--- config.mk ---
export PLATFORM = sky130hd
export DESIGN_NAME = pll_lock_monitor
export DESIGN_NICKNAME = d
export VERILOG_FILES = /design/src/rtl/pll_lock_monitor.sv
export SDC_FILE = /design/constraint.sdc
export NUM_CORES = 1
export LEC_CHECK = 0
export CORE_MARGIN = 3
export CORE_UTILIZATION = 45
export CTS_BUF_LIST = sky130_fd_sc_hd__clkbuf_8 sky130_fd_sc_hd__clkbuf_16
export DETAILED_ROUTE_END_ITERATION = 7
export GPL_ROUTABILITY_DRIVEN = 0
export PLACE_DENSITY_LB_ADDON = 0.3
export SYNTH_ARGS = -nofsm -noshare
export SYNTH_HDL_FRONTEND = slang
export SYNTH_SLANG_ARGS = --single-unit
--- constraint.sdc ---
create_clock -name CLK -period 5.37 [get_ports CLK]
set_input_delay 1.074 -clock CLK [delete_from_list [all_inputs] [get_ports CLK]]
set_output_delay 1.074 -clock CLK [all_outputs]
set_load 0.02 [all_outputs]
--- src/rtl/pll_lock_monitor.sv ---
// PLL lock detector and frequency meter: counts CLK cycles across REF_WIN
// periods of a synchronised REF and qualifies lock over consecutive windows.
module pll_lock_monitor #(
    parameter int DIV        = 8,
    parameter int REF_WIN    = 4,
    parameter int TOL        = 2,
    parameter int LOCK_CNT   = 3,
    parameter int UNLOCK_CNT = 2,
    parameter int TIMEOUT    = 64,
    parameter int CW         = 16
) (
    input  logic          CLK,
    input  logic          reset,
    input  logic          REF,
    input  logic          en,
    output logic          lock,
    output logic          meas_valid,
    output logic [CW-1:0] meas_count,
    output logic          good,
    output logic          err,
    output logic [1:0]    state
);

    localparam int RW = $clog2(REF_WIN + 1);
    localparam int GW = $clog2(LOCK_CNT + 1);
    localparam int BW = $clog2(UNLOCK_CNT + 1);

    localparam logic [CW-1:0] IDEAL    = CW'(DIV * REF_WIN);
    localparam logic [CW-1:0] TOL_C    = CW'(TOL);
    localparam logic [CW-1:0] TO_LAST  = CW'(TIMEOUT - 1);
    localparam logic [CW-1:0] CNT_MAX  = {CW{1'b1}};
    localparam logic [RW-1:0] REF_LAST = RW'(REF_WIN - 1);
    localparam logic [GW-1:0] GOOD_MAX = GW'(LOCK_CNT);
    localparam logic [BW-1:0] BAD_MAX  = BW'(UNLOCK_CNT);

    typedef enum logic [1:0] {
        ST_IDLE    = 2'd0,
        ST_ALIGN   = 2'd1,
        ST_MEASURE = 2'd2
    } state_t;

    function automatic logic [CW-1:0] sat_inc(input logic [CW-1:0] v);
        sat_inc = (v == CNT_MAX) ? v : v + {{(CW-1){1'b0}}, 1'b1};
    endfunction

    function automatic logic within_tol(input logic [CW-1:0] m);
        logic [CW-1:0] d;
        d = (m >= IDEAL) ? (m - IDEAL) : (IDEAL - m);
        within_tol = (d <= TOL_C);
    endfunction

    state_t          state_r, state_s;
    logic            sync1_r, sync2_r, sync3_r;
    logic [CW-1:0]   cyc_cnt_r, cyc_cnt_s;
    logic [CW-1:0]   gap_cnt_r, gap_cnt_s;
    logic [RW-1:0]   ref_cnt_r, ref_cnt_s;
    logic [GW-1:0]   good_run_r, good_run_s;
    logic [BW-1:0]   bad_run_r, bad_run_s;
    logic            lock_r, lock_s;
    logic            meas_valid_r, meas_valid_s;
    logic [CW-1:0]   meas_count_r, meas_count_s;
    logic            good_r, good_s;
    logic            err_r, err_s;
    logic            re_s, timeout_s, win_good_s;
    logic [CW-1:0]   measured_s;

    assign re_s       = sync2_r & ~sync3_r;
    // gap_cnt tracks time since the last REF edge; cyc_cnt only measures the window
    assign timeout_s  = (gap_cnt_r == TO_LAST);
    assign measured_s = sat_inc(cyc_cnt_r);
    assign win_good_s = within_tol(measured_s);

    // Next-state, counter and output computation
    always_comb begin
        state_s      = state_r;
        cyc_cnt_s    = cyc_cnt_r;
        gap_cnt_s    = gap_cnt_r;
        ref_cnt_s    = ref_cnt_r;
        good_run_s   = good_run_r;
        bad_run_s    = bad_run_r;
        lock_s       = lock_r;
        meas_valid_s = 1'b0;
        meas_count_s = meas_count_r;
        good_s       = good_r;
        err_s        = err_r;
        if (!en) begin
            state_s    = ST_IDLE;
            lock_s     = 1'b0;
            good_run_s = '0;
            bad_run_s  = '0;
            err_s      = 1'b0;
            cyc_cnt_s  = '0;
            gap_cnt_s  = '0;
            ref_cnt_s  = '0;
        end else begin
            case (state_r)
                ST_IDLE: begin
                    state_s   = ST_ALIGN;
                    cyc_cnt_s = '0;
                    gap_cnt_s = '0;
                end
                ST_ALIGN: begin
                    if (re_s) begin
                        state_s   = ST_MEASURE;
                        cyc_cnt_s = '0;
                        gap_cnt_s = '0;
                        ref_cnt_s = '0;
                    end else if (timeout_s) begin
                        err_s      = 1'b1;
                        lock_s     = 1'b0;
                        good_run_s = '0;
                        bad_run_s  = '0;
                        cyc_cnt_s  = '0;
                        gap_cnt_s  = '0;
                    end else begin
                        cyc_cnt_s = sat_inc(cyc_cnt_r);
                        gap_cnt_s = sat_inc(gap_cnt_r);
                    end
                end
                ST_MEASURE: begin
                    if (re_s) begin
                        gap_cnt_s = '0;
                        if (ref_cnt_r == REF_LAST) begin
                            // Window end doubles as the next window's start edge
                            cyc_cnt_s    = '0;
                            ref_cnt_s    = '0;
                            meas_valid_s = 1'b1;
                            meas_count_s = measured_s;
                            good_s       = win_good_s;
                            if (win_good_s) begin
                                bad_run_s  = '0;
                                good_run_s = (good_run_r == GOOD_MAX) ? good_run_r
                                                                      : good_run_r + GW'(1);
                                if (good_run_s == GOOD_MAX) begin
                                    lock_s = 1'b1;
                                end else begin
                                    lock_s = lock_r;
                                end
                            end else begin
                                good_run_s = '0;
                                if (lock_r) begin
                                    bad_run_s = (bad_run_r == BAD_MAX) ? bad_run_r
                                                                       : bad_run_r + BW'(1);
                                    if (bad_run_s == BAD_MAX) begin
                                        lock_s = 1'b0;
                                    end else begin
                                        lock_s = lock_r;
                                    end
                                end else begin
                                    bad_run_s = '0;
                                end
                            end
                        end else begin
                            ref_cnt_s = ref_cnt_r + RW'(1);
                            cyc_cnt_s = sat_inc(cyc_cnt_r);
                        end
                    end else if (timeout_s) begin
                        state_s    = ST_ALIGN;
                        err_s      = 1'b1;
                        lock_s     = 1'b0;
                        good_run_s = '0;
                        bad_run_s  = '0;
                        cyc_cnt_s  = '0;
                        gap_cnt_s  = '0;
                    end else begin
                        cyc_cnt_s = sat_inc(cyc_cnt_r);
                        gap_cnt_s = sat_inc(gap_cnt_r);
                    end
                end
                default: begin
                    state_s = ST_IDLE;
                end
            endcase
        end
    end

    // State, synchroniser and output registers with synchronous active-low reset
    always_ff @(posedge CLK) begin
        if (!reset) begin
            state_r      <= ST_IDLE;
            sync1_r      <= 1'b0;
            sync2_r      <= 1'b0;
            sync3_r      <= 1'b0;
            cyc_cnt_r    <= '0;
            gap_cnt_r    <= '0;
            ref_cnt_r    <= '0;
            good_run_r   <= '0;
            bad_run_r    <= '0;
            lock_r       <= 1'b0;
            meas_valid_r <= 1'b0;
            meas_count_r <= '0;
            good_r       <= 1'b0;
            err_r        <= 1'b0;
        end else begin
            state_r      <= state_s;
            sync1_r      <= REF;
            sync2_r      <= sync1_r;
            sync3_r      <= sync2_r;
            cyc_cnt_r    <= cyc_cnt_s;
            gap_cnt_r    <= gap_cnt_s;
            ref_cnt_r    <= ref_cnt_s;
            good_run_r   <= good_run_s;
            bad_run_r    <= bad_run_s;
            lock_r       <= lock_s;
            meas_valid_r <= meas_valid_s;
            meas_count_r <= meas_count_s;
            good_r       <= good_s;
            err_r        <= err_s;
        end
    end

    assign lock       = lock_r;
    assign meas_valid = meas_valid_r;
    assign meas_count = meas_count_r;
    assign good       = good_r;
    assign err        = err_r;
    assign state      = state_r;

endmodule

### Word-level counts from Yosys, hierarchy flattened

Index checks and enable logic that the tools add are counted.

* memory bits (writable): 0
* word-level logic and storage cells: 102
* bits in latches: 0
* memories kept: 0
* output and inout bits: 22
* bits in read-only memories: 0
* register bits after elaboration: 64
* input port bits: 4

* add/subtract/negate cells: 7
* multipliers: 0
* equal/unequal tests: 18
* multiplexer cells: 44
* div/mod/pow operators: 0
* bitwise logic cells: 3
* shifts and indexed selects: 0
* reduce and logical (&&, ||, !) cells: 14
* magnitude comparators: 2

Operators by type and width (number)
* 2-to-1 mux 16 bit: 9
* case mux 16 bit (3 select lines): 1
* adder 16 x 1 -> 16 bit, second input constant: 2
* == test 16 bit, second input constant: 2
* 2-to-1 mux 2 bit: 16
* case mux 16 bit (2 select lines): 1
* == test 16 x 6 -> 1 bit, second input constant: 1
* >= comparator 16 x 6 -> 1 bit, second input constant: 1
* <= comparator 16 x 2 -> 1 bit, second input constant: 1
* subtractor 16 x 6 -> 16 bit, second input constant: 1
* subtractor 6 x 16 -> 16 bit, first input constant: 1
* AND reduction 3 bit: 4
* AND reduction 4 bit: 3
* == test 2 bit, second input constant: 5
* != test 2 bit, second input constant: 5
* 2-to-1 mux 1 bit: 9
* 2-to-1 mux 3 bit: 3
* != test 4 bit, second input constant: 2
* case mux 2 bit (2 select lines): 2
* case mux 2 bit (3 select lines): 1
* case mux 3 bit (2 select lines): 1
* adder 2 x 1 -> 2 bit, second input constant: 2
* AND reduction 2 bit: 2
* nonzero test 2 bit: 2
* 10 further kinds: 11

### Longest topological paths before layout

Gate-level depths: netlist of the first run.

* depth in word-level cells: 9
* mapped depth: 16
* mapped depth without buffers: 15

### Least setup slack after synthesis of the first run

OpenSTA, ideal clock, no wires.

* kind: reg-to-reg
* from: reg cyc_cnt_r[0]
* to: reg good_run_r[1]
* library setup time: 0.088 ns
* cell stages (with the launch flop): 15
* arrival time: 3.529 ns
* path buffers: 1
* period minus slack after synthesis: 3.617 ns
* path slack: 1.753 ns
* cell sequence: dfxtp_1 ha_1 nand3_2 nor4_4 clkbuf_1 mux2i_1 ha_1 inv_1 nor3_1 nor2_1 o41ai_2 o31ai_1 nor4_4 a21oi_1 o32ai_2

* cells in the longest elaborated chain, start to end: 9
* elaborated cells between the ends (all ways): 12

RTL lines
* from (decl): RTL line 54 `logic [CW-1:0] cyc_cnt_r, cyc_cnt_s;`
* from (signal assigned): RTL line 199 `cyc_cnt_r <= cyc_cnt_s;`
* adder 16 x 1 -> 16 bit / == test 16 bit (equally long branches): RTL line 43 `sat_inc = (v == CNT_MAX) ? v : v + {{(CW-1){1'b0}}, 1'b1};`
* 2-to-1 mux 16 bit *
* subtractor 6 x 16 -> 16 bit, or another cell as far along: RTL line 48 `d = (m >= IDEAL) ? (m - IDEAL) : (IDEAL - m);`
* 2-to-1 mux 16 bit *: RTL line 48
* <= comparator 16 x 2 -> 1 bit *: RTL line 49 `within_tol = (d <= TOL_C);`
* 2-to-1 mux 2 bit *: RTL line 130 `if (win_good_s) begin`
* 2-to-1 mux 2 bit *: RTL line 123 `if (ref_cnt_r == REF_LAST) begin`
* 2-to-1 mux 2 bit *: RTL line 121 `if (re_s) begin`
* case mux 2 bit (2 select lines) *: RTL line 96 `case (state_r)`
* to (signal assigned): RTL line 202 `good_run_r <= good_run_s;`
* to (decl): RTL line 57 `logic [GW-1:0] good_run_r, good_run_s;`

Every way passes the cells marked *; elsewhere a longest branch is shown, timed or not. The select of a mux whose other input is x is not followed.
A chain may end at the register's enable or synchronous reset.

### Final worst setup path of the first run

* from: reg cyc_cnt_r[1]
* to: reg good_run_r[0]

Same word-level chain as after synthesis.

==> results_dict.tcl, run 1 <==
set metrics [dict create \
    status "complete, no violations" \
    layout-drive-gt1-share_pct 7.57 \
    internal_power_w 0.000776 \
    area_growth_pct 11.6 \
    cts_tree "done" \
    cts-buffers-inserted 9 \
    io_buffers 25 \
    worstPathRequired_ns 5.64 \
    die_h_um 99.5 \
    cap_viol_max_count 0 \
    yosys_warnings 0 \
    grt_pass1_vias 3235 \
    async_flop_share_pct 0 \
    grt_pass1_wl_mm 15.9 \
    synthTopCellsByArea "dfxtp_1, nor2_1, nand2_1, ha_1, nand3_1" \
    core-area_um2 8340 \
    setup_tns_ns 0 \
    fillers 789 \
    drt_pass1_iterations 5 \
    worstPathArrival_ns 4.62 \
    die_area_um2 9910 \
    htreeDepth 3 \
    cts_buffer_depth 2 \
    place_hpwl_mm 6.68 \
    synth-edff-count 0 \
    clock_skew_ns 0.0107 \
    synth-seq-cells 64 \
    clock_sinks 64 \
    fin_total_pwr_w 0.00100 \
    synth_most_common_cell "dfxtp_1" \
    viasPerCell 6.09 \
    hold_path.class "reg -> reg" \
    syn_area_um2 3940 \
    cts_setup_buffers 0 \
    power_switching_w 0.000229 \
    antenna_left 0 \
    setup_viol 0 \
    criticalPathCategory "reg -> reg" \
    min_period_over_period_pct 80.9 \
    vias 3616 \
    synth_common_cells "dfxtp_1, nor2_1, nand2_1, nand3_1, a21oi_1" \
    nets 500 \
    drt_iter0_markers 229 \
    synth_top_area_cell "dfxtp_1" \
    post_cts_resized 0 \
    seq_area_frac_synth_pct 32.5 \
    worst_slew_pin_slew_ns 1.05 \
    clk_pin_slew_ns 0.08 \
    wl_per_cell_um 16.1 \
    final_hold_viol_count 0 \
    ios 26 \
    avgSynthCellArea_um2 8.17 \
    route.detailed.drc 0 \
    cts_root_buffer "clkbuf_8" \
    worstSetupEndpointType "flip-flop" \
    wirelength_mm 9.58 \
    drv_slew 0 \
    syn_inst 482 \
    p_clk_share_pct 49.8 \
    holdBufCountCts 0 \
    die_w_um 99.5 \
    insertion_delay_ns 0.36 \
    diodes 0 \
    yosysTopAreaCellShare_pct 32.5 \
    grt_max_degree 26 \
    pwr-share-comb_pct 2.8 \
    fmax_ghz 0.230 \
    start_kind "flip-flop" \
    rsz0062_at_grt "false" \
    power_density_nw_per_um2 229 \
    ir_drop_mv 0.144 \
    rows 33 \
    antenna_found_initial 0 \
    swShare_pct 22.8 \
    grt_use_total_pct 19.7 \
    synth_flop_cell "dfxtp_1" \
    pwr-share-seq_pct 47.5 \
    initial_utilization_pct 47.2 \
    cellLeakagePower_nw 1.60 \
    worst-path-max-fanout 15 \
    syn_nets 498 \
    maxSlewHeadroom_pct 29.9 \
    post-route-min-period_ns 4.34 \
    grt.overflow.total 0 \
    synth.distinct_cells 68 \
]
placed cells by master (no fill, tap or decap), types with 3 or more instances in the layout:
cell type	n
a211oi_1	3
nand2_1	42
or3_1	3
nor4bb_1	3
o41ai_1	3
clkdlybuf4s50_1	25
o21ai_1	4
o41ai_2	3
mux2i_1	5
nor3_1	17
inv_1	13
a31oi_1	7
nor2b_1	5
o211a_1	7
xor2_1	10
ha_1	12
xnor2_1	12
clkbuf_8	11
and2_1	13
nand3_1	22
a21boi_0	6
o211ai_1	8
o21ai_0	14
nand4_1	4
a22oi_1	10
dfxtp_1	64
and4_1	7
nand2b_1	5
and3_1	7
a21oi_1	21
a21o_1	3
nor2_1	61
nor4_1	11
power groups by stage:
stage	combinational, W	sequential (W)	clock (W)
final	0.0000277	0.000477	0.000500
after global routing	0.0000304	0.000478	0.000525
after CTS	0.0000276	0.000477	0.000508
after detailed placement	0.0000275	0.000488	0
after global placement	0.0000273	0.000488	0
after floorplan	0.0000185	0.000489	0
sequential cells by signal, indices dropped and copies added, names as in the netlist, 2 cells and up:
| name | count |
|---|---|
| good_run_r | 2 |
| cyc_cnt_r | 16 |
| meas_count | 16 |
| bad_run_r | 2 |
| ref_cnt_r | 3 |
| gap_cnt_r | 16 |
| state | 2 |
stage by stage:
stage / area [um^2] / hold WS (ns) / util [%] / instances / worst slack (ns)
2_1_floorplan: 3940 / 0.412 / - / 482 / 1.75
3_5_place_dp: 4160 / 0.430 / 49.8 / 578 / 1.12
3_3_place_gp: 4160 / 0.443 / 49.8 / 578 / 1.36
4_1_cts: 4390 / 0.439 / 52.7 / 594 / 1.08
6_report: 4390 / 0.437 / 52.7 / 594 / 1.03
5_1_grt: 4390 / 0.469 / 52.7 / 594 / 0.612
routing by layer:
layer | vias up | part of all wire (%) | global-route usage, %
met1 | 1720 | 47 | 27.4
met2 | 119 | 45 | 30.2
met4 | 0 | 1.8 | 7.35
met5 | - | 0 | 0
li1 | 1759 | - | -
met3 | 18 | 5.6 | 3.79
cells by family after synthesis:
family                   Yosys count  synth area share, %
adder cells (fa/ha/maj)           12                 3.81
flip-flops                        64                 32.5
AND/OR/NAND/NOR                  217                 30.0
buffers and inverters             48                 5.72
AO/OA/AOI/OAI                    114                 21.8
XOR/XNOR                          22                 4.89
multiplexers                       5                 1.27
worst max-delay path, stage by stage, from the launching register on:
cell and delay (ns):
dfxtp_1 0.47, ha_1 0.32, nand3_2 0.22, nor4_4 0.81
o21ai_0 0.23, and2_1 0.25, ha_1 0.30, nor2b_1 0.16
o211ai_1 0.11, o41ai_1 0.13, nor4b_1 0.18, o21ai_0 0.12
o2111ai_1 0.21, nor4_4 0.39, nand2_1 0.15, o211ai_1 0.20
final timing paths:
check / start / endpoint / slack, ns / depth (start not counted)
setup / recovery: cyc_cnt_r[1] / good_run_r[0] / 1.03 / 15
setup reg to reg: cyc_cnt_r[1] / good_run_r[0] / 1.03 / 15
hold reg to reg: sync1_r / sync2_r / 0.44 / 1
hold / removal: sync1_r / sync2_r / 0.44 / 1
layout make-up:
| cell class | instances | area (um^2) | share of cell area (%) |
|---|---|---|---|
| Multi-Input combinational cell | 370 | 2440 | 55.5 |
| Sequential cell | 64 | 1280 | 29.2 |
| Timing Repair Buffer | 26 | 258 | 5.87 |
| Clock buffer | 11 | 151 | 3.45 |
| Tap cell | 105 | 131 | 2.99 |
| Clock inverter | 5 | 85.1 | 1.94 |
| Inverter | 13 | 48.8 | 1.11 |
Note: power is estimated with default switching activity, not from simulation.
==> inputs of run 2 (changes only) <==
clock period = 4.5 ns   (was 5.37 ns; I/O delays follow)
==> results_dict.tcl, run 2 (synthesized netlist as in run 1, its figures left out) <==
set metrics [dict create \
    rows 33 \
    post_cts_resized 0 \
    power_switching_w 0.000277 \
    holdBufCountCts 0 \
    nets 503 \
    pre_cts_ws_ns 0.526 \
    drv_slew 0 \
    maxSlewHeadroom_pct 26.3 \
    core-area_um2 8340 \
    cp_cell_sequence "ha_1, nand3_2, nor4_4, or3_1, and2_1, ha_1, o211ai_1, o41ai_1, nor4b_1, o21ai_0, o2111ai_1, nor4_4, a211o_1, o21ai_1" \
    insertion_delay_ns 0.35 \
    grt_pass1_vias 3364 \
    worstPathRequired_ns 4.78 \
    grt_max_degree 24 \
    diodes 0 \
    clk_pin_slew_ns 0.08 \
    hold_path.class "reg -> reg" \
    slowest_stage "nor4_4" \
    worst_slew_pin_slew_ns 1.10 \
    cts_tree "done" \
    layout-drive-gt1-share_pct 8.13 \
    clock_sinks 64 \
    initial_utilization_pct 47.2 \
    fmax_ghz 0.246 \
    worst-path-max-fanout 9 \
    die_w_um 99.5 \
    grtUsageMet3_pct 3.58 \
    cts_buffer_depth 2 \
    final_hold_viol_count 0 \
    antenna_found_initial 0 \
    final_cell_mix "dfxtp_1, nor2_1, nand2_1" \
    io_buffers 25 \
    dp.cells 581 \
    drt_pass1_iterations 8 \
    cts_root_buffer "clkbuf_8" \
    ir_drop_mv 0.134 \
    rr_worst_depth 14 \
    layout_commonest_cell "dfxtp_1" \
    route.detailed.drc 0 \
    start_kind "flip-flop" \
    cap_viol_max_count 0 \
    ios 26 \
    cp_top_family "simple AND/OR/NAND/NOR gates" \
    swShare_pct 23.6 \
    criticalPathCategory "reg -> reg" \
    grt_use_total_pct 20.2 \
    post-route-min-period_ns 4.06 \
    antenna_left 0 \
    worstSetupEndpointType "flip-flop" \
    final_cells 597 \
    die_h_um 99.5 \
    setup_tns_ns 0 \
    min_path_cells 1 \
    setup_viol 0 \
    cp_slowest_stage_delay_ns 0.61 \
    htreeDepth 3 \
    internal_power_w 0.000898 \
    grt_util_met2_pct 31.1 \
    drt_iter0_markers 253 \
    p_clk_share_pct 48.6 \
    rsz0062_at_grt "false" \
    power_density_nw_per_um2 267 \
    die_area_um2 9910 \
    place_hpwl_mm 6.85 \
    pwr-share-comb_pct 2.9 \
    wirelength_mm 9.75 \
    crit_buf_inv 0 \
    pwr-share-seq_pct 48.5 \
    grtUsageMet1_pct 28.3 \
    status "complete, no violations" \
    cts_setup_buffers 0 \
    grt.overflow.total 0 \
    busiest_layer "met2" \
    grt_pass1_wl_mm 16.3 \
    cellLeakagePower_nw 1.62 \
    vias 3615 \
    viasPerCell 6.06 \
    wl_per_cell_um 16.3 \
    clock_skew_ns 0.0101 \
    area_growth_pct 11.8 \
    min_period_over_period_pct 90.2 \
    fin_ws_ns 0.440 \
    crit_cells 14 \
    worstPathArrival_ns 4.34 \
    cts-buffers-inserted 9 \
]
## run 2: cell type report
class / count / area, um^2
clock buffer: 9 / 124
clock inverter: 7 / 100
fill: 787 / 3940
inverter: 13 / 48.8
multi-input combinational: 370 / 2440
sequential: 64 / 1280
tap: 105 / 131
timing repair buffer: 29 / 280
## run 2: per-layer routing
layer / part of all wire (%) / routed length, um / vias up
li1: - / - / 1765
met1: 47 / 4610 / 1714
met2: 46 / 4450 / 120
met3: 5.7 / 551 / 16
met4: 1.4 / 137 / 0
met5: 0 / 0 / -
## run 2: per-stage QoR
step | power, W | cell area (um^2) | hold WS, ns | util, %
after floorplan | 0.000605 | 3940 | 0.412 | -
after global placement | 0.000616 | 4180 | 0.426 | 50.1
after detailed placement | 0.000616 | 4180 | 0.431 | 50.1
after CTS | 0.00118 | 4400 | 0.451 | 52.8
after global routing | 0.00121 | 4400 | 0.467 | 52.8
final | 0.00118 | 4400 | 0.449 | 52.8
## run 2: path summary, 6_finish.rpt
| check | slack, ns | startpoint | endpoint |
|---|---|---|---|
| hold / removal | 0.45 | sync1_r | sync2_r |
| hold reg to reg | 0.45 | sync1_r | sync2_r |
| setup / recovery | 0.44 | cyc_cnt_r[0] | bad_run_r[0] |
| setup reg to reg | 0.44 | cyc_cnt_r[0] | bad_run_r[0] |
## run 2: power by group through the flow
| stage | registers [W] | logic (W) | clock network, W |
|---|---|---|---|
| 6_report | 0.000569 | 0.0000341 | 0.000572 |
| 5_1_grt | 0.000570 | 0.0000375 | 0.000607 |
| 4_1_cts | 0.000569 | 0.0000340 | 0.000581 |
| 3_5_place_dp | 0.000583 | 0.0000336 | 0 |
| 3_3_place_gp | 0.000583 | 0.0000334 | 0 |
| 2_1_floorplan | 0.000583 | 0.0000221 | 0 |
